===== config.mk =====
export PLATFORM = sky130hd
export DESIGN_NAME = i2s_sample_feeder
export DESIGN_NICKNAME = d
export VERILOG_FILES = /design/src/rtl/audio_pkg.sv /design/src/rtl/audio_sync_fifo.sv /design/src/rtl/i2s_sample_feeder.sv
export SDC_FILE = /design/constraint.sdc
export NUM_CORES = 1
export LEC_CHECK = 0
export ABC_AREA = 0
export ABC_CLOCK_PERIOD_IN_PS = 3600
export CAP_MARGIN = 20
export CORE_UTILIZATION = 44
export CTS_CLUSTER_DIAMETER = 100
export DETAILED_ROUTE_END_ITERATION = 10
export HOLD_SLACK_MARGIN = 0.03
export PLACE_DENSITY = 0.72
export SETUP_SLACK_MARGIN = 0.3
export SYNTH_ARGS = -nofsm -noshare
export SYNTH_HDL_FRONTEND = slang
export SYNTH_HIERARCHICAL = 1
export SYNTH_SLANG_ARGS = --single-unit

===== constraint.sdc =====
create_clock -name serial_clk -period 3.6 [get_ports serial_clk]
set_clock_uncertainty 0.05 [all_clocks]
set_input_delay 0.9 -clock serial_clk [delete_from_list [all_inputs] [get_ports serial_clk]]
set_output_delay 0.9 -clock serial_clk [all_outputs]
set_load 0.02 [all_outputs]

===== src/rtl/audio_pkg.sv =====
// Shared audio types and constants for the I2S sample feeder.
package audio_pkg;

  localparam int          SAMPLE_W     = 16;
  localparam int          FRAME_BITS   = 32;
  localparam logic [15:0] UNDERRUN_MAX = 16'hFFFF;

  typedef logic [SAMPLE_W-1:0] sample_t;

  typedef enum logic {
    PRIME = 1'b0,
    RUN   = 1'b1
  } feeder_state_t;

  function automatic logic [15:0] sat_inc16(input logic [15:0] v);
    return (v == UNDERRUN_MAX) ? v : v + 16'd1;
  endfunction

endpackage


===== src/rtl/audio_sync_fifo.sv =====
// Single-clock sample FIFO with registered occupancy, full and empty flags.
// Head entry is presented combinationally on rdata_o (no fall-through on empty).
module audio_sync_fifo
  import audio_pkg::*;
#(
  parameter int W     = SAMPLE_W,
  parameter int DEPTH = 16
) (
  input  logic                     clk_i,
  input  logic                     rst_ni,
  input  logic                     clear_i,
  input  logic                     push_i,
  input  logic                     pop_i,
  input  logic [W-1:0]             wdata_i,
  output logic [W-1:0]             rdata_o,
  output logic [$clog2(DEPTH):0]   level_o,
  output logic                     full_o,
  output logic                     empty_o
);

  localparam int AW = $clog2(DEPTH);
  localparam int LW = AW + 1;

  logic [W-1:0]  mem_q [DEPTH];
  logic [AW-1:0] wr_ptr_q, wr_ptr_d;
  logic [AW-1:0] rd_ptr_q, rd_ptr_d;
  logic [LW-1:0] level_q, level_d;

  always_ff @(posedge clk_i) begin
    if (push_i && !clear_i) begin
      mem_q[wr_ptr_q] <= wdata_i;
    end
  end

  // Pointers wrap naturally because DEPTH is a power of two.
  always_comb begin
    wr_ptr_d = wr_ptr_q;
    rd_ptr_d = rd_ptr_q;
    level_d  = level_q;
    if (clear_i) begin
      wr_ptr_d = '0;
      rd_ptr_d = '0;
      level_d  = '0;
    end else begin
      if (push_i) wr_ptr_d = wr_ptr_q + AW'(1);
      if (pop_i)  rd_ptr_d = rd_ptr_q + AW'(1);
      case ({push_i, pop_i})
        2'b10:   level_d = level_q + LW'(1);
        2'b01:   level_d = level_q - LW'(1);
        default: level_d = level_q;
      endcase
    end
  end

  always_ff @(posedge clk_i or negedge rst_ni) begin
    if (!rst_ni) begin
      wr_ptr_q <= '0;
      rd_ptr_q <= '0;
      level_q  <= '0;
    end else begin
      wr_ptr_q <= wr_ptr_d;
      rd_ptr_q <= rd_ptr_d;
      level_q  <= level_d;
    end
  end

  assign rdata_o = mem_q[rd_ptr_q];
  assign level_o = level_q;
  assign full_o  = (level_q == LW'(DEPTH));
  assign empty_o = (level_q == '0);

endmodule


===== src/rtl/i2s_sample_feeder.sv =====
// Feeds one buffered sample per I2S frame to the transmitter, timed off word_select.
// Optional: I2S_FEEDER_HOLD_LAST_EN repeats the last sample on underrun instead of silence.
//   state | meaning
//   PRIME | filling FIFO, output silent, waiting for PRIME_LEVEL at a frame event
//   RUN   | one pop per frame event; empty FIFO at a frame event is an underrun
module i2s_sample_feeder
  import audio_pkg::*;
#(
  parameter int DEPTH       = 16,
  parameter int PRIME_LEVEL = 4
) (
  input  logic                     serial_clk,
  input  logic                     reset,
  input  logic                     flush,
  input  logic [SAMPLE_W-1:0]      in_sample,
  input  logic                     in_valid,
  output logic                     in_ready,
  input  logic                     word_select,
  output logic [SAMPLE_W-1:0]      sound_out,
  output logic [$clog2(DEPTH):0]   fifo_level,
  output logic                     playing,
  output logic [15:0]              underrun_count
);

  localparam int            LW        = $clog2(DEPTH) + 1;
  localparam logic [LW-1:0] PRIME_LVL = LW'(PRIME_LEVEL);

  sample_t       head;
  logic          full, empty;
  logic          push, pop, frame_evt;

  logic          ws_q;
  feeder_state_t state_q;
  sample_t       sound_q;
  logic          playing_q;
  logic [15:0]   underrun_q;

  // Falling word_select: the transmitter has just latched the current sample.
  assign frame_evt = ws_q & ~word_select;
  assign in_ready  = !full && !flush;
  assign push      = in_valid && in_ready;

  always_comb begin
    pop = 1'b0;
    if (frame_evt && !flush) begin
      pop = (state_q == PRIME) ? (fifo_level >= PRIME_LVL) : !empty;
    end
  end

  audio_sync_fifo #(
    .W     (SAMPLE_W),
    .DEPTH (DEPTH)
  ) u_fifo (
    .clk_i   (serial_clk),
    .rst_ni  (reset),
    .clear_i (flush),
    .push_i  (push),
    .pop_i   (pop),
    .wdata_i (in_sample),
    .rdata_o (head),
    .level_o (fifo_level),
    .full_o  (full),
    .empty_o (empty)
  );

  always_ff @(posedge serial_clk or negedge reset) begin
    if (!reset) begin
      ws_q       <= 1'b0;
      state_q    <= PRIME;
      sound_q    <= '0;
      playing_q  <= 1'b0;
      underrun_q <= '0;
    end else begin
      ws_q <= word_select;
      if (flush) begin
        // Underrun history survives a flush on purpose.
        state_q   <= PRIME;
        sound_q   <= '0;
        playing_q <= 1'b0;
      end else if (frame_evt) begin
        case (state_q)
          PRIME: begin
            if (fifo_level >= PRIME_LVL) begin
              sound_q   <= head;
              state_q   <= RUN;
              playing_q <= 1'b1;
            end else begin
              sound_q <= '0;
            end
          end
          RUN: begin
            if (!empty) begin
              sound_q <= head;
            end else begin
              underrun_q <= sat_inc16(underrun_q);
`ifdef I2S_FEEDER_HOLD_LAST_EN
              sound_q <= sound_q;
`else
              sound_q <= '0;
`endif
            end
          end
          default: begin
            state_q   <= PRIME;
            playing_q <= 1'b0;
          end
        endcase
      end
    end
  end

  assign sound_out      = sound_q;
  assign playing        = playing_q;
  assign underrun_count = underrun_q;

endmodule


==> After elaboration in Yosys (flattened, before gate mapping) <==
Memories as Yosys holds them, arrays and structs flattened.
Index checks and enable logic that the tools add are counted.
{ "word_totals": {"latch_bits": 0, "input_bits": 21, "ram_bits": 256, "reg_bits": 48, "mem_bits_ro": 0, "out_inout_bits": 39, "memories": 1, "wordCells": 63} }
{ "op_classes": {"mux": 23, "n_addsub": 5, "n_eq_ne": 5, "n_reduce_logical": 15, "n_shift": 0, "n_mul": 0, "div": 0, "bitwise_logic": 5, "magnitude_cmp": 1} }
{ "mem_list": {"columns": ["name", "words", "word_bits", "rd", "rd_clocked_by_memory_dff", "write_ports", "line", "source"], "rows": [
  ["u_fifo.mem_q", 16, 16, 1, 0, 1, "audio_sync_fifo.sv:24", "logic [W-1:0] mem_q [DEPTH];"]
]} }
{ "ops": {"columns": ["cell", "n"], "rows": [
  ["2-to-1 mux 16 bit", 4],
  ["one-hot mux 16 bit (2 select lines)", 1],
  ["adder 16 x 1 -> 16 bit (second input constant)", 1],
  ["equality test 16 bit (second input constant)", 1],
  ["2-to-1 mux 4 bit", 4],
  ["2-to-1 mux 1 bit", 12],
  ["one-hot mux 5 bit (2 select lines)", 1],
  ["adder 4 x 1 -> 4 bit (second input constant)", 2],
  ["nonzero test 2 bit", 4],
  ["adder 5 x 1 -> 5 bit (second input constant)", 1],
  ["equality test 5 bit (second input constant)", 1],
  [">= comparator 5 x 3 -> 1 bit (second input constant)", 1],
  ["logical NOT 5 bit", 1],
  ["2-to-1 mux 5 bit", 1],
  ["AND reduction 5 bit", 1],
  ["subtractor 5 x 1 -> 5 bit (second input constant)", 1],
  ["logical AND 1 bit", 4],
  ["NOT 1 bit", 4],
  ["logical NOT 1 bit", 3],
  ["AND reduction 3 bit", 1],
  ["nonzero test 3 bit", 1],
  ["equality test 2 x 1 -> 1 bit (second input constant)", 1],
  ["equality test 2 bit (second input constant)", 1],
  ["!= test 2 bit (second input constant)", 1],
  ["AND 1 bit", 1]
]} }

==> Depth between registers and ports, before layout <==
Gate-level depths: netlist (run 1).
{ "logic_depth": {"depth_word": 7, "ltp_mapped": 15} }

==> Hierarchy <==
The synthesis (run 1) kept the hierarchy.
{ "by_module_without_submodules": {"columns": ["module", "cells_each", "seq_area_each_um2", "n_inst", "area_per_inst_um2"], "rows": [
  ["audio_sync_fifo", 496, 8012.7, 1, 10491.3],
  ["i2s_sample_feeder", 161, 875.8, 1, 1625.3]
]} }

==> Worst setup path after synthesis (run 1) <==
OpenSTA, ideal clock, no wires.
{ "synth_timing": {"path_kind": "reg-to-reg", "start": "register u_fifo.level_q[1] (netlist: u_fifo/level_o[1])", "end": "register u_fifo.level_q[4] (netlist: u_fifo/level_o[4])", "arrival_time_ns": 3.131, "setup_time_ns": 0.132, "required_ns": 3.418, "slack_ns": 0.287, "path_stages_with_launch": 16, "path_buffers": 4, "cell_sequence": "dfrtp_1 > clkbuf_1 > or4_1 > nor2_1 > a211o_1 > clkbuf_1 > nor2_1 > buf_2 > nand2b_1 > buf_2 > xnor2_1 > ha_1 > o31a_1 > o32ai_1 > xnor2_1 > nor2_1"} }
{ "synth_between": {"elab_chain_cells": 7, "word_cells_on_any_way": 16} }
{ "synth_rtl": {"columns": ["item", "line", "source"], "rows": [
  ["start: declaration", "audio_sync_fifo.sv:27", "logic [LW-1:0] level_q, level_d;"],
  ["start signal: assignment", "audio_sync_fifo.sv:63", "level_q <= level_d;"],
  ["logical NOT 5 bit (*)", "audio_sync_fifo.sv:70", "assign empty_o = (level_q == '0);"],
  ["named net empty", "i2s_sample_feeder.sv:29", "logic full, empty;"],
  ["logical NOT 1 bit (*)", null, null],
  ["2-to-1 mux 1 bit (*)", "i2s_sample_feeder.sv:46", "pop = (state_q == PRIME) ? (fifo_level >= PRIME_LVL) : !empty;"],
  ["2-to-1 mux 1 bit (*)", "i2s_sample_feeder.sv:45", "if (frame_evt && !flush) begin"],
  ["named net pop", "i2s_sample_feeder.sv:30", "logic push, pop, frame_evt;"],
  ["equality test 2 x 1 -> 1 bit / equality test 2 bit (equally long branches)", "audio_sync_fifo.sv:47", "case ({push_i, pop_i})"],
  ["one-hot mux 5 bit (2 select lines)", "audio_sync_fifo.sv:47", null],
  ["2-to-1 mux 5 bit", "audio_sync_fifo.sv:40", "if (clear_i) begin"]
]} }
The timed path passes the listed nets; every way through them passes the cells marked *.
A chain may end at the register's enable or synchronous reset.

==> Final worst setup path (run 1) <==
{ "layout_timing": {"start": "register u_fifo.level_q[2] (netlist: u_fifo/level_o[2])", "end": "register u_fifo.level_q[4] (netlist: u_fifo/level_o[4])"} }
{ "layout_between": {"elab_chain_cells": 7, "word_cells_on_any_way": 16} }
{ "layout_rtl": {"columns": ["item", "line", "source"], "rows": [
  ["equality test 5 bit (*)", "audio_sync_fifo.sv:69", "assign full_o = (level_q == LW'(DEPTH));"],
  ["named net full", "i2s_sample_feeder.sv:29", null],
  ["logical NOT 1 bit (*)", "i2s_sample_feeder.sv:40", "assign in_ready = !full && !flush;"],
  ["logical AND 1 bit (*)", "i2s_sample_feeder.sv:40", null],
  ["logical AND 1 bit (*)", "i2s_sample_feeder.sv:41", "assign push = in_valid && in_ready;"],
  ["named net push", "i2s_sample_feeder.sv:30", null],
  ["equality test 2 x 1 -> 1 bit / equality test 2 bit (equally long branches)", "audio_sync_fifo.sv:47", null],
  ["one-hot mux 5 bit (2 select lines)", "audio_sync_fifo.sv:47", null],
  ["2-to-1 mux 5 bit", "audio_sync_fifo.sv:40", null]
]} }
Marks and branches as above.

==> results of run 1 <==
==> worst max-delay path, stage by stage, from the launching register on <==
cell and delay (ps):
dfrtp_1 470, or4_1 570, nor2_1 110, nor2_1 50
and2_1 190, nand2b_1 260, xnor2_1 180, ha_1 230
o31a_1 250, o32ai_1 280, xnor2_1 160, nor2_1 50
==> timing repair <==
action	CTS	global route
hold buffers	0	0
endpoints found under the setup margin	0	1
buffers inserted	0	0
gates resized for setup	0	2
==> cells by family after synthesis <==
group	count (synthesis)
xor+xnor	22
flops	304
simple gates	149
mux	69
fa+ha+maj	8
buf+inv	40
compound gates	65
==> power groups by stage <==
stage	sequential, mW	combinational, mW	clock (mW)
4_1_cts	3.87	0.262	3.56
5_1_grt	3.87	0.282	3.69
2_1_floorplan	3.95	0.105	0
6_report	3.87	0.258	3.50
3_3_place_gp	3.94	0.254	0
3_5_place_dp	3.94	0.260	0
==> cell usage in the layout (no fill, tap or decap), drive strengths merged, types with 9 or more instances in the layout <==
master / instances
edfxtp: 256
mux4: 64
nand2: 58
clkdlybuf4s50: 57
dfrtp: 48
buf: 43
clkbuf: 33
a22oi: 32
nor2: 24
and2: 19
o21ai: 18
xor2: 15
clkinv: 12
bufinv: 9
==> worst paths after layout <==
kind / endpoint / start / cells after the start
worst max-delay path: u_fifo/level_o[4]$_DFFE_PN0P_ / u_fifo/level_o[2]$_DFFE_PN0P_ / 11
worst min-delay path: u_fifo/level_o[2]$_DFFE_PN0P_ / reset / 1
worst max register to register: u_fifo/level_o[4]$_DFFE_PN0P_ / u_fifo/level_o[2]$_DFFE_PN0P_ / 11
worst min register to register: sound_out[4]$_DFFE_PN0P_ / sound_out[4]$_DFFE_PN0P_ / 2
max in group asynchronous: u_fifo/wr_ptr_q[0]$_DFFE_PN0P_ / reset / 2
min in group serial_clk: sound_out[4]$_DFFE_PN0P_ / sound_out[4]$_DFFE_PN0P_ / 2
==> routing by layer <==
layer	global-route usage	vias up
li1	-	2812
met1	0.259	3279
met2	0.312	225
met3	0.0299	58
met4	0.0538	2
met5	0	-
==> cell type report <==
cell class,count,area (sq um),share of cell area
clock buffers,33,762,0.0528
well taps,341,427,0.0295
flip-flops and latches,304,8890,0.616
repair buffers,101,953,0.0660
clock inverters,23,369,0.0256
inverters,8,30.0,0.00208
multi-input cells,313,3010,0.208
==> registers in the layout, indices dropped and copies added, names as in the netlist <==
name and cells:
playing 1, sound_out 16, state_q 1, u_fifo/level_o 5, u_fifo/mem_q 256, u_fifo/rd_ptr_q 4, u_fifo/wr_ptr_q 4, underrun_count 16
ws_q 1
==> metrics by stage <==
stage                     instances  setup slack [ps]  power, mW
after floorplan                 657               358       4.06
after global placement         1067               385       4.20
final                          1123               639       7.63
after detailed placement       1067               354       4.20
after CTS                      1123               353       7.69
after global routing           1123               361       7.84
==> out/summary.md, run 1 <==
The via count of the first global-routing pass is 6542. The number of diodes came out at 0. At the pin with the least slew margin, the transition time is 946 ps. Clock-pin slew was measured on the worst setup and hold paths at 60 ps. The worst setup path is captured at a register. The setup check on the worst reg-to-reg path leaves a slack of 640 ps. The layout cell share with drive strength beyond 1 was 0.216. IR analysis of the VDD net gives a maximum drop of 0.429 mV. The critical path is of the register to register type. The number of buffers added on ports was 59; the max-cap violation count was 0.

The part of the cycle the worst path needs was 0.823. For this run, the number of Yosys warnings is 6. Counting along the longest clock path gives a buffer depth of 3. Dividing the detail-routed wire length by the instance count gives 22.8 um. Post-synthesis share of cell area spent on and, or, nand and nor gates: 0.0644. Counting every net in the synthesized netlist gives 686.

The number of clock buffers added by TritonCTS is 30. The type of the worst min-delay path is input pin to async pin. The switching part of the total was 0.197.

The xor and xnor area share after synthesis works out to 0.0159. The floorplan step set the die height to 168 um. Post-route met1 wirelength: 10900 um. The first global-routing pass estimated 39400 um of wire.

The fraction of power consumed by sequential logic is 0.507. After floorplanning, the core was divided into 60 placement rows. The floorplan step defined a die boundary enclosing 28200 sq um. The tree built by TritonCTS fans out to 304 sinks. The logs give 5 for the count of TritonRoute iterations in the first routing pass and 0 for the total global routing overflow. For this block, the via count after detailed routing is 6376. Starting density of the core: 0.450. The run finished with clean final reports. The cell taking the most area after synthesis was edfxtp_1. TritonCTS built the clock tree. The count of different cell masters after synthesis is 49, and the clock network latency to the later pin of the worst-skew pair is 590 ps. At the worst endpoint, the arrival time is 3340 ps.

The area share of fa/ha/maj cells after synthesis was 0.00826; the async set-reset flop share out of synthesis was 0.158. The largest net degree at the start of global routing came out at 34. The count of nets left with antenna violations after detail routing came out at 0. The proportion of synthesized area in mux cells came out at 0.123. The internal power of the cells totals 6.13 mW. Setup repair after global routing left no endpoint under its margin.

In the detailed route, the total length drawn on met3 is 1530 um. At the end of routability-driven placement, the weighted congestion stood at 0.819. In the post-synthesis netlist, the cell with the most instances is edfxtp_1. Pin placement for this block handled 60 I/O pins.

The signed area change from the synthesized netlist to the final layout works out to 19.2%. After detailed routing, the total wire length is 25600 um. For the core utilization of the finished layout, the log shows 0.536. The number of fill cells in the layout was 2056; the final-report max-slew violation count was 0. The wire-length estimate of the detail-placed layout is 15700 um. The mean area per synthesized cell is 18.4 sq um, and the power per unit of standard cell area is 528 nW/um^2. The tools report the count of endpoints failing hold in the final timing report as 0. The smallest clock period supported by the final layout is computed as 2960 ps.

After floorplanning, the core was sized to cover 27000 sq um. Instance area after placement: 13300 sq um. Ranked by instance count, the synthesized netlist is headed by 256 x edfxtp_1, 64 x mux4_2, 58 x nand2_1. For this run, design rule violations remaining after detail routing come to 0.

After the last flow step, the layout net total stands at 787. The highest metal layer carrying signal wires in the routed design is met5. The share of the synthesized area in compound gates (AO/OA/AOI/OAI) came out at 0.0363. Synthesis inferred 304 register bits.

After routing the design area is 14400 sq um. The run gives 0.369 as the worst relative slew slack. Data on the critical path is required at its endpoint by 3980 ps.

Summed over all nets, the switching power comes to 1.50 mW. The worst hold margin came out at 354 ps. The root buffer cell chosen for the clock tree is clkbuf_16.

The share of Yosys cell area claimed by the top area cell type is 0.634, and the mean number of vias per cell is 5.68. The largest family of logic cells by synthesized area was multiplexers. The count of flip-flops with a built-in enable after synthesis was 256.

Wire segments on met2 add up to 12400 um in the final route. The first routing iteration left 683 violations. The static leakage is 4.92 nW. The tools report the cell area after synthesis as 12100 sq um. For the setup TNS after final layout, the log shows 0 ps. The post-synthesis sequential area ratio is 0.734, and the setup violation total in the final timing report is 0. The global-route total usage across every layer was 0.188; the number of antenna violations at the first check in global routing was 1.

The instance count of the mapped netlist came out at 657. Die width: 168 um. The startpoint class of the critical path was a register. Depth of the CTS H-tree: 1. The combinational share of power was 0.034; the achievable frequency was 0.338 GHz. Most common flop cell mapped by yosys: edfxtp_1. The maximum fanout along the worst path was 8.

Yosys attributes the largest share of cell area to edfxtp_1 63%, mux4_2 12%, dfrtp_1 9.9%, a22oi_1 2.0%, nand2_1 1.8%. Clock group share of total power: 0.459.
Note: power is estimated with default switching activity, not from simulation.
==> inputs of run 2 (changes only) <==
- ABC_CLOCK_PERIOD_IN_PS: 3600 -> 2900
- clock period: 3.6 -> 2.9 ns (I/O delays scaled with it)
==> run 2 against run 1 <==
  * Clock-buffer cell count up 3
  * Critical path depth is 6 lower
  * Core utilization increased by 1.4 points
  * Global-route usage about the same
  * Clock power rose by 16%
  * Non-clock buffer count rose by 12
  * Sequential power is 24% higher
  * Power increased by 21%
==> out/summary.md, run 2 (synthesis gave the netlist of run 1 again) <==
The instance area after placement was 13600 sq um. In this run the vertical extent of the chip is 168 um. Entering global routing, the biggest net connects 68 pins.

For the worst-skew pair, the clock arrives at the later sink with an insertion delay of 570 ps. The logs give 0.439 for the clock group share of total power and 0 for the number of diodes. Once detail routing completed, the nets flagged for antenna violations numbered 0. The wire-length estimate of the detail-placed layout is 16300 um.

The via count of the first global-routing pass came out at 6794. The count of TritonRoute iterations in the first routing pass is 5, and the data arrival time of the critical path is 1920 ps. Master cell of the clock root buffer: clkbuf_16.

The final-report max-slew violation count is 0. From left edge to right edge, the die measures 168 um. Mean number of vias per cell: 5.65.

Worst setup path startpoint: u_fifo/level_o[2]$_DFFE_PN0P_. The library cells used most frequently in the layout, excluding fill and tap cells, are 256 x edfxtp_1, 64 x mux4_2, 58 x nand2_1. The detailed-route wire length per cell is 23.0 um, and the switching part of the total is 0.204. Fraction of power consumed by sequential logic: 0.521.

The maximum fanout along the worst path came out at 2. Setup slack on the worst reg-to-reg path comes out at 240 ps. For the global-route wire length before repair, the log shows 39800 um. The net count reported at finish is 800. The placer congestion estimate is 0.877, and the achievable frequency is 0.371 GHz. For the combinational share of power, the log shows 0.040.

The most common cell after layout, fill and taps aside is edfxtp_1. Clock tree synthesis found a total of 304 sinks. The signed area change from the synthesized netlist to the final layout is 22.3%.

The tools report the worst relative slew slack as 0.541. Power per unit of standard cell area: 622 nW/um^2. The detailed router finished its first iteration with 615 violations. The register with the most flip-flops was u_fifo/mem_q. The required arrival time at the worst endpoint is 2120 ps, and the core utilization of the finished layout is 0.550. Global routing finished with a remaining overflow of 0.

TritonCTS built the clock tree. The area of all placed cells without fillers is 14800 sq um, and the standard-cell row count is 60. Endpoint of the most critical setup path: in_ready.

Counting the fill cells in the layout gives 2000. Internal power comes to 7.34 mW. The slew at the pin closest to its max-slew limit came out at 686 ps.

Type of element capturing the critical path: a primary output. Setup repair after global routing could not meet its margin everywhere. Buffers inserted during clock tree synthesis total 31.

Starting density of the core: 0.450. STA classifies the critical path startpoint as a register. Clock-pin slew was measured on the worst setup and hold paths at 60 ps.

The run gives 0 as the count of endpoints failing hold in the final timing report. The routed design has 26200 um of wire. The flow ran to the end, and the final reports show no timing, DRC or antenna violations.

The number of antenna violations at the first check in global routing is 0, and the depth of the CTS H-tree is 1. Max-cap violations in this run came to 0. In this run the tool buffered the top-level ports with 59 buffer cells. The tools report the reg-to-reg startpoint as u_fifo/level_o[2]$_DFFE_PN0P_. The tools report the number of buffers on the longest clock path as 3. Endpoint of the worst-slack reg-to-reg timing path: u_fifo/level_o[4]$_DFFE_PN0P_.

Reported net switching power: 1.88 mW. In the routed design, unresolved DRC markers number 0. The floorplan step defined a die boundary enclosing 28200 sq um. Number of vias in the routed layout: 6426. For the setup violation total in the final timing report, the log shows 0. The number of cells on the worst reg-to-reg path is 13. The placeable core region was 27000 sq um. The worst-case IR drop observed on VDD is 0.541 mV.

Hold is met by 441 ps. The run gives 5.02 nW as the static leakage. The layout cell share with drive strength beyond 1 was 0.270; the part of the cycle the worst path needs was 0.928. The worst setup path is of the register to primary output kind. The global-route total usage across every layer was 0.188. The register with the most flip-flops in the layout has 256 of them. The type of the worst min-delay path is register to register. The smallest clock period supported by the final layout is computed as 2690 ps. 60 I/O pins were placed.
==> run 2: cell count changes in the layout (fill, tap and decap cells not counted), sizes merged <==
cell,change
clkbuf,+5
dlygate4sd3,+1
dlymetal6s2s,-1
inv,+2
buf,+10
bufinv,-4
clkinvlp,-1
clkinv,+2
==> run 2: power groups by stage <==
| stage | clock network (mW) | registers (mW) | logic, mW |
|---|---|---|---|
| 5_1_grt | 4.28 | 4.80 | 0.403 |
| 6_report | 4.05 | 4.80 | 0.373 |
| 4_1_cts | 4.11 | 4.80 | 0.366 |
| 3_5_place_dp | 0 | 4.89 | 0.354 |
| 3_3_place_gp | 0 | 4.89 | 0.337 |
| 2_1_floorplan | 0 | 4.91 | 0.139 |
==> run 2: timing repair <==
item / in CTS / in global routing
hold endpoints to repair: 9 / 0
pin swaps: 7 / 8
gates cloned: 0 / 2
hold buffers: 1 / 0
buffers inserted: 3 / 2
endpoints found under the setup margin: 3 / 262
resized for setup: 13 / 18
==> run 2: worst min path at each step <==
stage	end	startpoint	cells past startpoint	slack (ps)
floorplan	playing$_DFFE_PN0P_	reset	0	380
global placement	sound_out[9]$_DFFE_PN0P_	sound_out[9]$_DFFE_PN0P_	2	420
detailed placement	sound_out[8]$_DFFE_PN0P_	sound_out[8]$_DFFE_PN0P_	2	430
CTS	sound_out[8]$_DFFE_PN0P_	sound_out[8]$_DFFE_PN0P_	2	450
global route	sound_out[5]$_DFFE_PN0P_	sound_out[5]$_DFFE_PN0P_	2	470
finish	sound_out[8]$_DFFE_PN0P_	sound_out[8]$_DFFE_PN0P_	2	440
==> run 2: final cells by class <==
| cell class | instances | area (sq um) | share of cell area |
|---|---|---|---|
| clock buffers | 36 | 795 | 0.0536 |
| inverters | 8 | 30.0 | 0.00203 |
| flip-flops and latches | 304 | 8900 | 0.600 |
| multi-input cells | 313 | 3140 | 0.212 |
| repair buffers | 113 | 1280 | 0.0863 |
| clock inverters | 22 | 251 | 0.0170 |
| well taps | 341 | 427 | 0.0288 |
==> run 2: worst max-delay path: stages (launching register included) <==
cell and delay, ps:
dfrtp_2 400, or4_4 570, nor2_4 100, nor2_2 50, buf_4 130, buf_6 120
==> run 2: per-layer routing <==
layer	part of all wire	GRT usage
met4	0.014	0.0415
met5	0	0
met2	0.49	0.309
met3	0.066	0.0350
met1	0.43	0.264
==> run 2: stage by stage <==
stage,worst slack (ps),total power [mW],TNS [ps],std cells
floorplan,-152,5.04,-152,657
global placement,-43.6,5.22,-43.6,1071
detailed placement,-141,5.24,-1290,1071
CTS,191,9.28,0,1133
global route,130,9.48,0,1137
finish,208,9.22,0,1137
==> inputs of run 3 (changes only) <==
- HOLD_SLACK_MARGIN: 0.03 -> 0.1
==> results of run 3 <==
Final layout, timing and power as in run 2 (identical DEF).
